### config.mk
export PLATFORM = sky130hd
export DESIGN_NAME = ct_mul_fifo_taint
export DESIGN_NICKNAME = d
export VERILOG_FILES = /design/src/rtl/ct_mul_fifo_taint.sv
export SDC_FILE = /design/constraint.sdc
export NUM_CORES = 1
export LEC_CHECK = 0
export CORE_ASPECT_RATIO = 0.7
export CORE_MARGIN = 8
export CORE_UTILIZATION = 45
export CTS_CLUSTER_DIAMETER = 80
export CTS_CLUSTER_SIZE = 24
export DETAILED_ROUTE_END_ITERATION = 8
export GPL_ROUTABILITY_DRIVEN = 0
export MAX_ROUTING_LAYER = met4
export PLACE_DENSITY = 0.76
export SKIP_CTS_REPAIR_TIMING = 1
export SLEW_MARGIN = 20
export SYNTH_ARGS = -nofsm -noshare
export SYNTH_HDL_FRONTEND = slang
export SYNTH_SLANG_ARGS = --single-unit
### constraint.sdc
create_clock -name clk -period 3 [get_ports clk]
set_input_delay 0.6 -clock clk [delete_from_list [all_inputs] [get_ports clk]]
set_output_delay 0.6 -clock clk [all_outputs]
set_load 0.02 [all_outputs]
### src/rtl/ct_mul_fifo_taint.sv
// Multi-cycle multiplier with an optional zero-operand fast path, feeding a FWFT result FIFO.
// Each entry carries data taint; a sticky timing-taint bit covers the handshake outputs.
module ct_mul_fifo_taint #(
  parameter int unsigned WIDTH       = 4,
  parameter int unsigned MUL_LATENCY = 3,
  parameter int unsigned BUF_DEPTH   = 4,
  parameter int unsigned FAST_ZERO   = 1
) (
  input  logic                               clk,
  input  logic                               rst,
  input  logic                               in_valid,
  input  logic                               in_valid_t,
  output logic                               in_ready,
  output logic                               in_ready_t,
  input  logic [WIDTH-1:0]                   in_a,
  input  logic                               in_a_t,
  input  logic [WIDTH-1:0]                   in_b,
  input  logic                               in_b_t,
  input  logic                               ct_mode,
  input  logic                               ct_mode_t,
  output logic                               out_valid,
  output logic                               out_valid_t,
  input  logic                               out_ready,
  input  logic                               out_ready_t,
  output logic [2*WIDTH-1:0]                 out_result,
  output logic                               out_result_t,
  output logic [$clog2(BUF_DEPTH+1)-1:0]     count,
  output logic                               count_t
);

  localparam int unsigned PW   = 2 * WIDTH;
  localparam int unsigned CntW = $clog2(BUF_DEPTH + 1);
  localparam int unsigned LatW = $clog2(MUL_LATENCY + 1);
  localparam int unsigned PtrW = (BUF_DEPTH > 1) ? $clog2(BUF_DEPTH) : 1;
  localparam bit          FastZero = (FAST_ZERO != 0);

  typedef enum logic [0:0] {StIdle, StBusy} state_e;

  state_e            r_state, w_state_next;
  logic [LatW-1:0]   r_cnt, w_cnt_next;
  logic [PW-1:0]     r_prod;
  logic              r_ct, r_zero, r_ptaint, r_timing_t;
  logic [PtrW-1:0]   r_rd_ptr, r_wr_ptr;
  logic [CntW-1:0]   r_count;
  logic [PW-1:0]     r_last;
  logic [PW-1:0]     r_mem [BUF_DEPTH];
  logic              r_mem_t [BUF_DEPTH];

  logic              w_accept, w_finish, w_push, w_pop, w_full;

  function automatic logic [PtrW-1:0] ptr_inc(input logic [PtrW-1:0] p);
    return (p == PtrW'(BUF_DEPTH - 1)) ? '0 : p + PtrW'(1);
  endfunction

  assign in_ready  = (r_state == StIdle);
  assign w_accept  = in_valid && in_ready;
  assign out_valid = (r_count != '0);
  assign w_pop     = out_valid && out_ready;
  assign w_full    = (r_count == CntW'(BUF_DEPTH));
  // Fast path is only taken on the first BUSY cycle and never under a latched ct request.
  assign w_finish  = (r_state == StBusy) &&
                     ((r_cnt == LatW'(MUL_LATENCY)) ||
                      ((r_cnt == LatW'(1)) && FastZero && !r_ct && r_zero));

  always_comb begin
    w_state_next = r_state;
    w_cnt_next   = r_cnt;
    w_push       = 1'b0;
    unique case (r_state)
      StIdle: begin
        if (w_accept) begin
          w_state_next = StBusy;
          w_cnt_next   = LatW'(1);
        end
      end
      StBusy: begin
        if (w_finish) begin
          if (!w_full || w_pop) begin
            w_push       = 1'b1;
            w_state_next = StIdle;
          end
        end else begin
          w_cnt_next = r_cnt + LatW'(1);
        end
      end
      default: w_state_next = StIdle;
    endcase
  end

  always_ff @(posedge clk) begin
    if (rst) begin
      r_state    <= StIdle;
      r_cnt      <= '0;
      r_prod     <= '0;
      r_ct       <= 1'b0;
      r_zero     <= 1'b0;
      r_ptaint   <= 1'b0;
      r_timing_t <= 1'b0;
    end else begin
      r_state <= w_state_next;
      r_cnt   <= w_cnt_next;
      if (w_accept) begin
        r_prod   <= PW'(in_a) * PW'(in_b);
        r_ct     <= ct_mode;
        r_zero   <= (in_a == '0) || (in_b == '0);
        r_ptaint <= in_a_t || in_b_t;
      end
      // Sticky: set whenever the schedule may have depended on tainted data.
      if (in_valid_t || (out_ready_t && out_valid) ||
          (w_accept && ct_mode_t) ||
          (w_accept && (in_a_t || in_b_t) && FastZero && !ct_mode)) begin
        r_timing_t <= 1'b1;
      end
    end
  end

  always_ff @(posedge clk) begin
    if (rst) begin
      r_rd_ptr <= '0;
      r_wr_ptr <= '0;
      r_count  <= '0;
      r_last   <= '0;
    end else begin
      if (w_push) r_wr_ptr <= ptr_inc(r_wr_ptr);
      if (w_pop) begin
        r_rd_ptr <= ptr_inc(r_rd_ptr);
        r_last   <= r_mem[r_rd_ptr];
      end
      case ({w_push, w_pop})
        2'b10:   r_count <= r_count + CntW'(1);
        2'b01:   r_count <= r_count - CntW'(1);
        default: r_count <= r_count;
      endcase
    end
  end

  always_ff @(posedge clk) begin
    if (w_push) begin
      r_mem[r_wr_ptr]   <= r_prod;
      r_mem_t[r_wr_ptr] <= r_ptaint;
    end
  end

  assign out_result   = out_valid ? r_mem[r_rd_ptr] : r_last;
  assign out_result_t = out_valid && r_mem_t[r_rd_ptr];
  assign count        = r_count;
  assign in_ready_t   = r_timing_t;
  assign out_valid_t  = r_timing_t;
  assign count_t      = r_timing_t;

endmodule

==> impl_metrics.json, run 1 <==
{
  "fmaxAchievable_ghz": 0.347,
  "yosys_warnings": 0,
  "root_buffer": "clkbuf_8",
  "synth_cell_type_count": 45,
  "cts_tree": "done",
  "async_flop_share_pct": 0,
  "drv_slew": 0,
  "clock_latency_ns": 0.35,
  "htreeDepth": 3,
  "ys_seq_elements": 68,
  "antenna_found_initial": 0,
  "clockPowerShare_pct": 36.2,
  "drcViolationCount": 0,
  "hpwl_um": 4620,
  "cts.sinks": 68,
  "nNetsFinal": 364,
  "numPortBuffers": 34,
  "tightest_slew_ns": 0.513,
  "final_cell_mix": "36 x nand2_1, 36 x edfxtp_1, 32 x dfxtp_1, 32 x clkdlybuf4s50_1, 21 x a21oi_1",
  "vias": 2199,
  "coreArea_um2": 7120,
  "finalHoldViolCount": 0,
  "cp-start-kind": "register",
  "totalWireLength_um": 6410,
  "seq_area_um2": 1720,
  "synth_edf_count": 36,
  "rsz0062_at_grt": "false",
  "endpoint_kind": "output port",
  "ys_seq_area_share_pct": 53.1,
  "leakagePower_nw": 1.47,
  "cp_slowest_stage_delay_ns": 0.56,
  "status": "finished, final reports clean",
  "drtPass1Iterations": 4,
  "peakVddDrop_mv": 0.207,
  "power_frac_comb_pct": 13.9,
  "setup_viol_count_final": 0,
  "finalCritPeriodShare_pct": 96.2,
  "syn-num-nets": 313,
  "multiInputGateArea_um2": 1410,
  "drv_cap": 0,
  "wl_per_cell_um": 15.1,
  "cp.buffers_inverters": 2,
  "crit_chain": "buf_4, mux4_2, mux2_2, clkdlybuf4s50_1",
  "dieArea_um2": 10200,
  "rows": 26,
  "grt_pass1_wl_um": 10700,
  "cp_data_required_time_ns": 2.40,
  "drtAntennaViolNets": 0,
  "fin_tns_setup_ns": 0,
  "synth_ff_type": "edfxtp_1",
  "yosysTopAreaCellShare_pct": 33.3,
  "stdcell_count": 424,
  "switchingPower_w": 0.000522,
  "slew_headroom_pct": 65.8,
  "fill_cells": 598,
  "avgSynthCellArea_um2": 12.0,
  "place_inst": 408,
  "drtIter0Drc": 112,
  "yosys.area.top_type": "edfxtp_1",
  "synth_area_um2": 3240,
  "clkTransAtPathRegs_ns": 0.08,
  "grtUsageTotal_pct": 13.9,
  "cpLargestDelayFamily": "multiplexers",
  "min_path_type": "register to register",
  "seqPwrFrac_pct": 49.9,
  "vias_per_cell": 5.19,
  "post_route_cells_drive_above_1_share_pct": 17.8,
  "grt_max_degree": 22,
  "p_int_w": 0.00155,
  "grt_pass1_vias": 2191,
  "synth_area_leaders": "edfxtp_1 33%, dfxtp_1 20%, ha_1 7.7%",
  "area_growth_pct": 23.3,
  "crit_type": "register to output port",
  "r2r_slack_ns": 0.52,
  "sw_frac_of_total_pct": 25.2,
  "min_period_ns": 2.89,
  "fp.dieH_um": 87.0,
  "die_w_um": 117,
  "cts_buffer_depth": 2,
  "io-pin-count": 35,
  "start_util_pct": 45.5,
  "antenna_cells": 0,
  "critical-path-slowest-cell": "mux4_2",
  "worstPathMaxFanout": 9,
  "cts_buffers": 9,
  "worst_ep_arrival_time_ns": 2.29,
  "grt-ovfl-total": 0,
  "syn_inst": 270,
  "finalClockSkew_ns": 0.0112,
  "p_per_area_nw_per_um2": 518
}
==> per-layer routing <==
layer  GRT usage, %  wire, µm
met5              -         0
met4           7.39       124
met3           4.02       376
met2           22.0      2960
met1           15.8      2950
==> state kept, by name, summed over array words and instances (netlist names), named ones only <==
signal,flops
r_mem,32
r_last,8
r_prod,8
r_mem_t,4
count,3
r_cnt,2
r_rd_ptr,2
r_wr_ptr,2
count_t,1
r_ct,1
r_ptaint,1
r_state,1
r_zero,1
==> cell type report <==
cell class	instances	area share [%]
Clock buffer	12	4.41
Clock inverter	4	0.751
Inverter	16	1.50
Multi-Input combinational cell	174	35.2
Sequential cell	68	43.1
Tap cell	98	3.07
Timing Repair Buffer	52	12.0
==> final timing paths <==
kind / from / endpoint / depth (start not counted)
worst max-delay path: register / out_result[7] / 4
worst min-delay path: r_last[0]$_SDFFE_PP0N_ / r_last[0]$_SDFFE_PP0N_ / 2
worst max register to register: count[0]$_SDFFE_PP0P_ / count[2]$_SDFFE_PP0P_ / 9
worst min register to register: r_last[0]$_SDFFE_PP0N_ / r_last[0]$_SDFFE_PP0N_ / 2
==> power by group through the flow <==
| stage | sequential [W] | combinational (W) | clock, W |
|---|---|---|---|
| final | 0.00103 | 0.000288 | 0.000750 |
| after global routing | 0.00104 | 0.000319 | 0.000806 |
| after CTS | 0.00103 | 0.000289 | 0.000765 |
| after detailed placement | 0.00106 | 0.000286 | 0 |
| after global placement | 0.00105 | 0.000282 | 0 |
| after floorplan | 0.00105 | 0.000172 | 0 |
==> synth_stat cells (all sizes together) (5+ instances only) <==
cell     n
fa       5
ha      20
mux4     9
nand2   37
mux2     8
edfxtp  36
a21oi   21
buf      8
nand3    5
nor2     8
dfxtp   32
inv     15
and2    14
==> tightest hold or removal path, cell delays in order, from the launching register on <==
cell,delay (ns)
dfxtp_1,0.31
nand2_1,0.05
a21oi_1,0.05
==> cell families (layout without fill, tap and decap cells) <==
family	count (synthesis)	after routing	synth area share [%]
compound gates	43	43	8.92
xor+xnor	3	3	0.811
fa+ha+maj	25	25	10.8
buf+inv	28	84	3.74
flops	68	68	53.1
mux	18	18	9.34
simple gates	85	85	13.3
==> metrics by stage <==
step           setup WS (ns)  total power, W  instance area (µm²)  hold slack, ns  util, %
3_3_place_gp          -0.272         0.00133                 3780           0.439     53.0
5_1_grt               0.0195         0.00216                 4000           0.480     56.1
4_1_cts               0.0565         0.00209                 3990           0.459     55.9
3_5_place_dp          -0.305         0.00134                 3780           0.448     53.0
2_1_floorplan          0.193         0.00122                 3240           0.434        -
6_report               0.115         0.00207                 4000           0.457     56.1
Note: power is estimated with default switching activity, not from simulation.
==> run 2, diff against run 1 <==
Settings changed: CORE_ASPECT_RATIO 0.7 to unset, CORE_UTILIZATION 45 to 40, PLACE_DENSITY 0.76 to 0.7.
==> run 2 against run 1 <==
Compared with the run above: clock-buffer cell count fell by 2; first-iteration DRC count shrank 24%; total power increased by 3.5%; flip-flop and latch count unchanged; largest cell class unchanged; non-clock buffer count increased by 1; critical endpoint is now out_result[2]; clock power up 9.6%; core utilization decreased by 5.9 points; critical path type unchanged; cell area up 1.2%.
==> impl_metrics.json, run 2 (synthesis gave the netlist of run 1 again) <==
{
  "io-pin-count": 35,
  "finalCritPeriodShare_pct": 94.8,
  "antenna_cells": 0,
  "cts_buffer_depth": 2,
  "drv_cap": 0,
  "cts.sinks": 68,
  "drv_slew": 0,
  "endpoint_kind": "output port",
  "cp-start-kind": "register",
  "clock_latency_ns": 0.33,
  "drtAntennaViolNets": 0,
  "grtUsageTotal_pct": 11.6,
  "dpl-instance-area_um2": 3790,
  "dieArea_um2": 11200,
  "crit_type": "register to output port",
  "vias": 2159,
  "peakVddDrop_mv": 0.183,
  "p_per_area_nw_per_um2": 530,
  "post_route_cells_drive_above_1_share_pct": 18.3,
  "grt_pass1_vias": 2180,
  "top_regs": "r_mem (32), r_last (8), r_prod (8)",
  "cts_tree": "done",
  "largest-register": "r_mem",
  "die_w_um": 106,
  "final_cell_mix": "37 x nand2_1, 36 x edfxtp_1, 32 x dfxtp_1",
  "htreeDepth": 3,
  "grt_pass1_wl_um": 10300,
  "status": "finished, final reports clean",
  "drtIter0Drc": 85,
  "root_buffer": "clkbuf_8",
  "fin_tns_setup_ns": 0,
  "totalWireLength_um": 6070,
  "wl_per_cell_um": 14.1,
  "nNetsFinal": 365,
  "fp.dieH_um": 106,
  "vias_per_cell": 5.00,
  "hpwl_um": 4550,
  "tightest_slew_ns": 0.485,
  "numPortBuffers": 34,
  "drcViolationCount": 0,
  "slew_headroom_pct": 67.7,
  "clkTransAtPathRegs_ns": 0.07,
  "coreArea_um2": 8050,
  "finalClockSkew_ns": 0.00964,
  "area_growth_pct": 24.8,
  "worst_ep_arrival_time_ns": 2.24,
  "setup_viol_count_final": 0,
  "min_path_type": "register to register",
  "grt-ovfl-total": 0,
  "min_period_ns": 2.84,
  "cts_buffers": 9,
  "rsz0062_at_grt": "false",
  "antenna_found_initial": 0,
  "finalHoldViolCount": 0,
  "rows": 33,
  "cp_data_required_time_ns": 2.40,
  "leakagePower_nw": 1.52,
  "worstPathMaxFanout": 9,
  "final_area_um2": 4050,
  "grt_max_degree": 17,
  "start_util_pct": 40.3,
  "final_common_cell": "nand2_1",
  "largest_reg_flops": 32,
  "fmaxAchievable_ghz": 0.352,
  "drtPass1Iterations": 4
}
## run 2: critical path, stage by stage, from the launching register on
cell	delay (ns)
dfxtp_1	0.32
buf_4	0.21
mux4_2	0.55
mux2_2	0.28
clkdlybuf4s50_1	0.54
## run 2: cell type report
class                   instances  area [µm²]
clock buffers                  10         138
repair buffers                 53         498
well taps                     105         131
clock inverters                 6        85.1
flip-flops and latches         68        1720
fillers                       715        4010
multi-input cells             174        1410
inverters                      16        60.1
## run 2: final timing paths
path,start,endpoint,cells after the start,slack [ns]
setup / recovery,register,out_result[2],4,0.16
hold / removal,r_last[0]$_SDFFE_PP0N_,r_last[0]$_SDFFE_PP0N_,2,0.46
setup reg to reg,count[0]$_SDFFE_PP0P_,count[2]$_SDFFE_PP0P_,9,0.57
hold reg to reg,r_last[0]$_SDFFE_PP0N_,r_last[0]$_SDFFE_PP0N_,2,0.46
## run 2: power by group
| part | switching, W | internal [W] | leakage, nW |
|---|---|---|---|
| clock network | 0.000332 | 0.000490 | 0.113 |
| logic | 0.000142 | 0.000146 | 0.823 |
| registers | 0.0000256 | 0.00101 | 0.588 |
| total | 0.000500 | 0.00164 | 1.52 |
## run 2: stage by stage
| step | hold WS (ns) | util (%) | setup slack [ns] | total power, W | instances |
|---|---|---|---|---|---|
| detailed placement | 0.447 | 47.1 | -0.334 | 0.00134 | 416 |
| global placement | 0.439 | 47.1 | -0.271 | 0.00133 | 416 |
| CTS | 0.457 | 49.9 | 0.0133 | 0.00216 | 432 |
| global route | 0.483 | 50.2 | 0.0521 | 0.00224 | 432 |
| floorplan | 0.434 | - | 0.193 | 0.00122 | 270 |
| finish | 0.455 | 50.2 | 0.157 | 0.00214 | 432 |
## run 2: metal layers
layer / wire length (µm) / share of wire, % / global-route usage [%] / up-vias
met4: 67 / 1.1 / 3.72 / 0
met2: 2850 / 47 / 18.5 / 34
met1: 2900 / 48 / 13.7 / 1031
met3: 257 / 4.2 / 3.69 / 7
li1: - / - / - / 1087
met5: 0 / 0 / - / -
==> run 3, diff against run 2 <==
Settings changed: MAX_ROUTING_LAYER met4 to unset, RECOVER_POWER set to 25.
==> run 3 against run 2 <==
Compared with the run above: total power is essentially flat; via count down 0.19%; maximum frequency down 0.27%; clock power hardly changed; clock-buffer cell count unchanged; critical path depth unchanged.
==> impl_metrics.json, run 3 (synthesis gave the netlist of run 1 again) <==
{
  "critical-path-slowest-cell": "mux4_2",
  "grt_pass1_wl_um": 10200,
  "place_inst": 416,
  "p_per_area_nw_per_um2": 530,
  "htreeDepth": 3,
  "multiInputGateArea_um2": 1410,
  "numPortBuffers": 34,
  "nNetsFinal": 365,
  "drtPass1Iterations": 4,
  "vias_per_cell": 4.99,
  "power_frac_comb_pct": 13.4,
  "crit_type": "register to output port",
  "worstRegToRegCells": 9,
  "fmaxAchievable_ghz": 0.351,
  "cp_slowest_stage_delay_ns": 0.56,
  "status": "finished, final reports clean",
  "finalCritPeriodShare_pct": 95.0,
  "vias": 2155,
  "finalHoldViolCount": 0,
  "fp.dieH_um": 106,
  "fill_cells": 715,
  "switchingPower_w": 0.000501,
  "hold_ws_ns": 0.457,
  "grt_pass1_vias": 2182,
  "worst_ep_arrival_time_ns": 2.25,
  "io-pin-count": 35,
  "cp_data_required_time_ns": 2.40,
  "wl_met2_um": 2860,
  "rr_startpoint": "count[0]$_SDFFE_PP0P_",
  "seq_area_um2": 1720,
  "p_int_w": 0.00164,
  "root_buffer": "clkbuf_8",
  "drtIter0Drc": 96,
  "grt_max_degree": 17,
  "drv_cap": 0,
  "cts_tree": "done",
  "fin_tns_setup_ns": 0,
  "post_route_cells_drive_above_1_share_pct": 18.3,
  "die_w_um": 106,
  "endpoint_kind": "output port",
  "cts.sinks": 68,
  "wl_per_cell_um": 14.1,
  "final_cell_mix": "37 x nand2_1, 36 x edfxtp_1, 32 x dfxtp_1",
  "drcViolationCount": 0,
  "slew_headroom_pct": 67.8,
  "start_util_pct": 40.3,
  "drtAntennaViolNets": 0,
  "min_period_ns": 2.85,
  "peakVddDrop_mv": 0.183,
  "final_common_cell": "nand2_1",
  "drv_slew": 0,
  "cts_buffers": 9,
  "largest-register": "r_mem",
  "cp.buffers_inverters": 2,
  "stdcell_count": 432,
  "antenna_cells": 0,
  "cp.depth": 4,
  "leakagePower_nw": 1.52,
  "r2r_slack_ns": 0.56,
  "worstPathMaxFanout": 9,
  "largest_reg_flops": 32,
  "dpl-instance-area_um2": 3790,
  "clock_latency_ns": 0.33,
  "clockPowerShare_pct": 38.4,
  "setup_viol_count_final": 0,
  "top_regs": "r_mem (32), r_last (8), r_prod (8)",
  "reg2reg_to": "count[2]$_SDFFE_PP0P_",
  "rows": 33,
  "rsz0062_at_grt": "false",
  "totalWireLength_um": 6080,
  "finalClockSkew_ns": 0.00936,
  "cp-start-kind": "register",
  "seqPwrFrac_pct": 48.2,
  "grt-ovfl-total": 0,
  "clkTransAtPathRegs_ns": 0.07,
  "antenna_found_initial": 0,
  "route.met3.wl_um": 331,
  "sw_frac_of_total_pct": 23.4,
  "crit_chain": "buf_4, mux4_2, mux2_2, clkdlybuf4s50_1",
  "cpLargestDelayFamily": "multiplexers",
  "wl_met1_um": 2820,
  "dieArea_um2": 11200,
  "tightest_slew_ns": 0.483,
  "grtUsageTotal_pct": 11.4,
  "hpwl_um": 4550,
  "min_path_type": "register to register",
  "final_area_um2": 4050,
  "crit_end": "out_result[1]",
  "area_growth_pct": 24.8,
  "top_layer": "met4",
  "cts_buffer_depth": 2,
  "coreArea_um2": 8050
}
==> run 3: cell counts in the layout (fill, tap and decap cells not counted) <==
Identical to the previous run, type by type.
==> run 3: routing by layer <==
metal,GRT usage [%],up-vias
met2,18.5,40
met4,3.72,0
met1,13.4,1024
met5,0,-
li1,-,1085
met3,4.48,6
==> run 3: worst register-to-register path, cell delays in order, from the launching register on <==
cell and delay, ns:
dfxtp_1 0.36, or4b_4 0.59, o211a_4 0.17, inv_1 0.07, ha_1 0.16, inv_1 0.06, fa_1 0.37, xor2_1 0.16
or3_1 0.30, a21oi_1 0.13
==> run 3: per-stage QoR <==
| step | setup slack [ns] | utilization, % | power (W) |
|---|---|---|---|
| final | 0.149 | 50.2 | 0.00215 |
| after global routing | 0.0468 | 50.2 | 0.00225 |
| after CTS | 0.0133 | 49.9 | 0.00216 |
| after detailed placement | -0.334 | 47.1 | 0.00134 |
| after global placement | -0.271 | 47.1 | 0.00133 |
| after floorplan | 0.193 | - | 0.00122 |
==> run 3: power groups by stage <==
stage	logic (W)	clock network [W]	registers (W)
after floorplan	0.000172	0	0.00105
after global placement	0.000283	0	0.00105
after detailed placement	0.000288	0	0.00106
after CTS	0.000290	0.000839	0.00103
after global routing	0.000323	0.000886	0.00104
final	0.000289	0.000823	0.00103
==> run 3: worst min-delay path by stage <==
stage,startpoint,end,depth (start not counted)
6_report,r_last[0]$_SDFFE_PP0N_,r_last[0]$_SDFFE_PP0N_,2
5_1_grt,r_last[3]$_SDFFE_PP0N_,r_last[3]$_SDFFE_PP0N_,2
4_1_cts,r_last[0]$_SDFFE_PP0N_,r_last[0]$_SDFFE_PP0N_,2
3_5_place_dp,r_last[0]$_SDFFE_PP0N_,r_last[0]$_SDFFE_PP0N_,2
3_3_place_gp,r_last[7]$_SDFFE_PP0N_,r_last[7]$_SDFFE_PP0N_,2
2_1_floorplan,r_last[0]$_SDFFE_PP0N_,r_last[0]$_SDFFE_PP0N_,2
==> run 3: area by class of cell <==
type / count / share of cell area, %
clock buffers: 10 / 3.40
clock inverters: 6 / 2.10
inverters: 16 / 1.48
multi-input cells: 174 / 34.9
flip-flops and latches: 68 / 42.6
well taps: 105 / 3.25
repair buffers: 53 / 12.3
